## src/rtl/memwb_writeback.sv

```systemverilog
// MEM/WB pipeline register and write-back result mux. It holds the pipe while a load waits on
// data memory, commits HALT and flags memory errors and load timeouts.
module memwb_writeback #(
  parameter int DATA_W      = 16,
  parameter int MEM_TIMEOUT = 31
) (
  input  logic              clk,
  input  logic              rst,
  input  logic              ex_valid,
  input  logic [DATA_W-1:0] ex_instruct,
  input  logic [DATA_W-1:0] ex_alu,
  input  logic [DATA_W-1:0] ex_pcinc,
  input  logic              ex_regwrite,
  input  logic [1:0]        ex_regdst,
  input  logic              ex_memtoreg,
  input  logic              ex_pctoreg,
  input  logic              ex_halt,
  input  logic              mem_done,
  input  logic [DATA_W-1:0] mem_data,
  input  logic              mem_err,
  output logic [DATA_W-1:0] wb,
  output logic              RegWrite_todec,
  output logic [1:0]        RegDst_todec,
  output logic [DATA_W-1:0] WriteInstruct,
  output logic [DATA_W-1:0] data_memwb,
  output logic              wb_stall,
  output logic              halt_out,
  output logic              err
);

  localparam int CNT_W = $clog2(MEM_TIMEOUT + 1);

  typedef enum logic [1:0] {IDLE, COMMIT, WAITLD, HALTED} state_t;

  state_t            state;
  logic [CNT_W-1:0]  wait_cnt;
  logic              halted;
  logic              timed_out;
  logic              accept;
  logic [DATA_W-1:0] result;

  // NOTE: every signal assigned in always_comb gets a value on every path, so no latch is inferred.
  always_comb begin
    halted    = (state == HALTED);
    timed_out = (state == WAITLD) && (wait_cnt == CNT_W'(MEM_TIMEOUT));
    wb_stall  = ex_valid & ex_memtoreg & ~mem_done & ~halted & ~timed_out;
    accept    = ex_valid & ~(ex_memtoreg & ~mem_done) & ~halted;
    result    = ex_alu;
    if (ex_memtoreg)     result = mem_data;
    else if (ex_pctoreg) result = ex_pcinc;
  end

  assign data_memwb = wb;

  // NOTE: sequential state uses non-blocking assignments so all registers update together at the edge.
  always_ff @(posedge clk) begin
    if (rst) begin
      state          <= IDLE;
      wait_cnt       <= '0;
      wb             <= '0;
      RegWrite_todec <= 1'b0;
      RegDst_todec   <= '0;
      WriteInstruct  <= '0;
      halt_out       <= 1'b0;
      err            <= 1'b0;
    end else if (halted) begin
      RegWrite_todec <= 1'b0;
    end else if (accept) begin
      wb             <= result;
      RegDst_todec   <= ex_regdst;
      WriteInstruct  <= ex_instruct;
      RegWrite_todec <= ex_regwrite & ~ex_halt;
      wait_cnt       <= '0;
      state          <= ex_halt ? HALTED : COMMIT;
      if (ex_halt)               halt_out <= 1'b1;
      if (ex_memtoreg & mem_err) err      <= 1'b1;
    end else begin
      // Bubble: write-back data holds, only the write enable drops.
      RegWrite_todec <= 1'b0;
      if (wb_stall) begin
        state    <= WAITLD;
        wait_cnt <= wait_cnt + CNT_W'(1);
      end else begin
        state    <= IDLE;
        wait_cnt <= '0;
      end
      if (timed_out) err <= 1'b1;
    end
  end

endmodule

```

## config.mk

```make
export PLATFORM = sky130hd
export DESIGN_NAME = memwb_writeback
export DESIGN_NICKNAME = d
export VERILOG_FILES = /design/src/rtl/memwb_writeback.sv
export SDC_FILE = /design/constraint.sdc
export NUM_CORES = 1
export LEC_CHECK = 0
export ABC_AREA = 1
export BUFFER_PORTS_ARGS = -buffer_cell sky130_fd_sc_hd__buf_2
export CAP_MARGIN = 20
export CELL_PAD_IN_SITES_DETAIL_PLACEMENT = 1
export CELL_PAD_IN_SITES_GLOBAL_PLACEMENT = 2
export CORE_MARGIN = 2
export CORE_UTILIZATION = 19
export CTS_CLUSTER_SIZE = 28
export DETAILED_ROUTE_END_ITERATION = 6
export GPL_TIMING_DRIVEN = 1
export MAX_ROUTING_LAYER = met4
export PLACE_DENSITY = 0.73
export SLEW_MARGIN = 25
export SYNTH_ARGS = -nofsm -noshare
export SYNTH_HDL_FRONTEND = slang
export SYNTH_SLANG_ARGS = --single-unit
```

## constraint.sdc

```tcl
create_clock -name clk -period 1.4 [get_ports clk]
set_clock_uncertainty 0.2 [all_clocks]
set_input_delay 0.14 -clock clk [delete_from_list [all_inputs] [get_ports clk]]
set_output_delay 0.14 -clock clk [all_outputs]
set_load 0.005 [all_outputs]
```

**Word-level counts from Yosys, hierarchy flattened**

Cells that the tools add are included.

- $add $sub $neg: 1
- Eq/ne operators: 4
- Mux-type cells: 10
- Bitwise logic cells: 15
- Reductions and logical operators: 6

Operators by type and width:

| operator | number |
|---|---|
| 16-bit two-way mux | 2 |
| 5-bit two-way mux | 2 |
| 1-bit AND | 9 |
| 2-bit two-way mux | 3 |
| 1-bit NOT | 6 |
| 3-bit AND reduction | 2 |
| 5-bit by 1-bit adder with 5-bit output, second input constant | 1 |
| 5-bit equality test, second input constant | 1 |
| 2-bit equality test, second input constant | 2 |
| 1-bit two-way mux | 3 |
| 3-bit OR reduction | 1 |
| 2-bit by 1-bit != test with 1-bit output, second input constant | 1 |
| 2-bit AND reduction | 1 |
| 2-bit nonzero test | 1 |
| 1-bit logical AND | 1 |

- Register bits: 44
- Input bits: 75

**Logic depth before layout (Yosys ltp)**

- Depth after elaboration: 7
- Gate-level depth with buffers: 9

**Least setup slack after synthesis**

Ideal clock, no wire load.

- Kind: reg2reg
- From: reg wait_cnt[0]
- To: reg wait_cnt[1]
- Library setup time: 0.070 ns
- Arrival time: 1.316 ns
- Data required time: 1.130 ns
- Setup slack: -0.185 ns
- Stages on the path, launching flop included: 10
- Clock period less this slack: 1.585 ns
- Path through: dfxtp_1 ha_1 nand2_1 nor2_1 ha_1 nand3_1 nand2_1 nor2_2 nand2_1 a21oi_1

- Longest elaborated chain between the ends: 6

RTL lines:

| element | line | text |
|---|---|---|
| start: declaration | 36 | `logic [CNT_W-1:0] wait_cnt;` |
| start signal: assignment | 82 | `wait_cnt <= wait_cnt + CNT_W'(1);` |
| 5-bit equality test | 45 | `timed_out = (state == WAITLD) && (wait_cnt == CNT_W'(MEM_TIMEOUT));` |
| 1-bit logical AND | 45 |  |
| 1-bit NOT | 46 | `wb_stall = ex_valid & ex_memtoreg & ~mem_done & ~halted & ~timed_out;` |
| 1-bit AND | 46 |  |
| net wb_stall | 26 | `output logic wb_stall,` |
| 5-bit two-way mux | 80 | `if (wb_stall) begin` |
| 5-bit two-way mux | 68 | `end else if (accept) begin` |

The timed path passes the listed nets, and every way through them passes these cells.
A chain may end at the register's enable or synchronous reset.

**Final worst setup path**

- From: reg wait_cnt[1]
- To: out wb_stall

- Longest elaborated chain between the ends: 4

RTL lines:

| element | line |
|---|---|
| 5-bit equality test | 45 |
| 1-bit logical AND | 45 |
| 1-bit NOT | 46 |
| 1-bit AND | 46 |
| end: declaration | 26 |

No other way between the ends.

==> run summary <==
status: finished, violations left
failing checks: negative setup slack
CTS tree: yes
Routed WL per cell: 13.8 um
Final min period: 1.79 ns
dominant cells by area after synthesis: dfxtp_1 (42%), nand2_1 (14%), a21oi_1 (9.4%)
CP Capture Type: output port
cts bufs inserted: 5
flops & latches, synth: 44
Cell Area, Synth: 2120 um2
residual DRC count: 0
Min Hold Slack: 0.0100 ns
Avg Inst Size Synth: 7.14 um2
Clock Sinks: 44
YS warnings: 0
FF/Latch Area: 886 um2
worst setup path endpoint: wb_stall
area of the multi-input gates: 1140 um2
gpl congestion: 0.759
CORE AREA: 10900 um2
P per Cell Area: 837 nW/um2
clock slew at reported path FFs: 0.09 ns
Chip Width: 110 um
WP data arrival: 1.45 ns
DR iter-0 viols: 99
vias in the first global route: 2771
sequential-to-total area share from yosys stat: 0.415
RR Endpoint: wait_cnt[0]
layout cells sized above 1: 0.445
Final Setup Violations: 13
Core Rows: 38
Die Ht: 110 um
Root Buffer: clkbuf_8
largest net degree at the start of global routing: 21
unrepaired setup endpoints after global routing: true
Synth-to-Final Area Change: 87.7%
worst slack, placed: -0.157 ns
Ant. Diodes: 0
R2R Setup Slk: -0.34 ns
worst skew pair latency: 0.30 ns
hold path depth: 5
DR vias: 2659
max_slew headroom: 0.719
leakage power: 1.95 nW
area of the die: 12000 um2
R2R depth: 10
R2R Path Start: wait_cnt[1]
Fillers: 1338
CP Data Required Time: 1.06 ns
hpwl dp: 5570 um
TritonRoute pass-1 iters: 4
CTS H-tree lvls: 2
CP Launch Type: flip-flop
Synth Net Count: 374
Routed WL: 8740 um
gr usage total: 0.145
initial antenna violation count: 0
first-pass GRT wire length: 13200 um
max cap viols: 0
Vias/cell: 4.21
Top-Level Pins: 129
Min-Delay Path Class: primary input to flip-flop
remaining antenna violation count: 0
fmax: 560 MHz
biggest area consumer among synthesized cells: dfxtp_1
CP Class: flip-flop to output port
PnR worst setup slack: -0.385 ns
PortBufs: 128
Starting Density: 0.195
period utilisation layout: 1.28
crit-path max FO: 2
final hold vios: 0
Least-Margin Pin Slew: 0.420 ns
share of the synthesized area in the top cell type: 0.415
Overflow after GRT: 0
Clock Path Buffers: 2
number of max-slew violations in the final report: 0
Nets: 568
maximum VDD drop: 0.361 mV
CP startpoint: wait_cnt[1]
Synth Instances: 297
Synth cell types: 23
## worst min path at each step
stage	startpoint	end	slack [ns]
2_1_floorplan	ex_halt	RegWrite_todec	0.02
3_3_place_gp	ex_halt	RegWrite_todec	0.14
3_5_place_dp	ex_halt	RegWrite_todec	0.14
4_1_cts	ex_pcinc[1]	data_memwb[1]	0.001
5_1_grt	ex_alu[7]	data_memwb[7]	0.03
6_report	ex_alu[7]	data_memwb[7]	0.01
## per-layer routing
| metal | vias to the layer above | GRT usage | wire length, um |
|---|---|---|---|
| met5 | - | - | 0 |
| li1 | 1331 | - | - |
| met3 | 10 | 0.0237 | 391 |
| met2 | 77 | 0.267 | 4560 |
| met4 | 0 | 0.0298 | 85 |
| met1 | 1241 | 0.164 | 3700 |
## state kept, by name (all words and copies together), names as in the netlist
signal and cells:
RegDst_todec 2, state 2, err 1, wait_cnt 5
WriteInstruct 16, halt_out 1, data_memwb 16, RegWrite_todec 1
## synthesized netlist by cell type (all sizes together)
| cell type | n |
|---|---|
| a21oi | 42 |
| buf | 30 |
| clkbuf | 2 |
| dfxtp | 44 |
| ha | 2 |
| inv | 10 |
| nand2 | 85 |
| nand3 | 3 |
| nand4 | 1 |
| nor2 | 41 |
| nor4 | 1 |
| o21a | 1 |
| o21ai | 35 |
## cell families after synthesis
family / after synthesis / synth area share
and+or+nand+nor: 131 / 0.257
AOI/OAI and AO/OA: 78 / 0.189
buffers and inverters: 42 / 0.127
DFF: 44 / 0.415
adders and majority gates: 2 / 0.0118
## layout make-up
type | instances | area share
multi-input cells | 211 | 0.286
clock inverters | 1 | 0.00754
flip-flops and latches | 44 | 0.223
well taps | 140 | 0.0440
inverters | 10 | 0.00943
clock buffers | 7 | 0.0242
repair buffers | 219 | 0.406
## timing repair
| action | in CTS | in global routing |
|---|---|---|
| gates cloned | 0 | 5 |
| hold endpoints to repair | 42 | 0 |
| setup endpoints to repair | 8 | 30 |
| hold buffers | 60 | 0 |
| gates resized for setup | 8 | 45 |
| buffers inserted | 10 | 5 |
| pin swaps | 5 | 8 |
## cell usage in the layout (no fill, tap or decap), types with 2 or more instances in the layout
cell           synthesis  layout
buf_2                  5     128
nand2_1               81      73
dlygate4sd3_1          0      60
dfxtp_1               44      40
nor2_1                38      36
a21oi_1               40      29
buf_4                 22      19
o21ai_0               29      18
o21ai_2                0      13
a21oi_2                2      12
inv_1                  9       9
nand2_2                3       7
clkbuf_8               0       7
nand2_4                1       5
buf_12                 0       5
o21ai_1                6       4
clkbuf_16              0       4
dfxtp_2                0       4
nor2_4                 2       3
buf_6                  3       3
nor2_2                 1       2
## report_power, final
group | switching, mW | internal, mW | leakage, nW
combinational | 0.378 | 0.465 | 1.52
sequential | 0.0646 | 1.34 | 0.365
clock | 0.453 | 0.631 | 0.0645
total | 0.896 | 2.44 | 1.95
## metrics by stage
stage               std cells  TNS [ns]   util  power, mW  cell area, um2
CTS                       624     -2.29  0.341       3.27            3710
floorplan                 297    -0.410      -       1.75            2150
detailed placement        546    -0.945  0.265       2.04            2890
finish                    632     -2.46  0.366       3.33            3980
global placement          546    -0.787  0.265       2.02            2890
global route              632     -3.67  0.366       3.53            3980
## worst max-delay path: stages, from the launching register on
cell	delay, ns
dfxtp_2	0.36
ha_4	0.14
nand2_2	0.06
nor2_2	0.09
ha_2	0.18
nand3_2	0.08
nand2_2	0.09
nor2_4	0.04
buf_2	0.12
(Power assumes the default switching activity.)
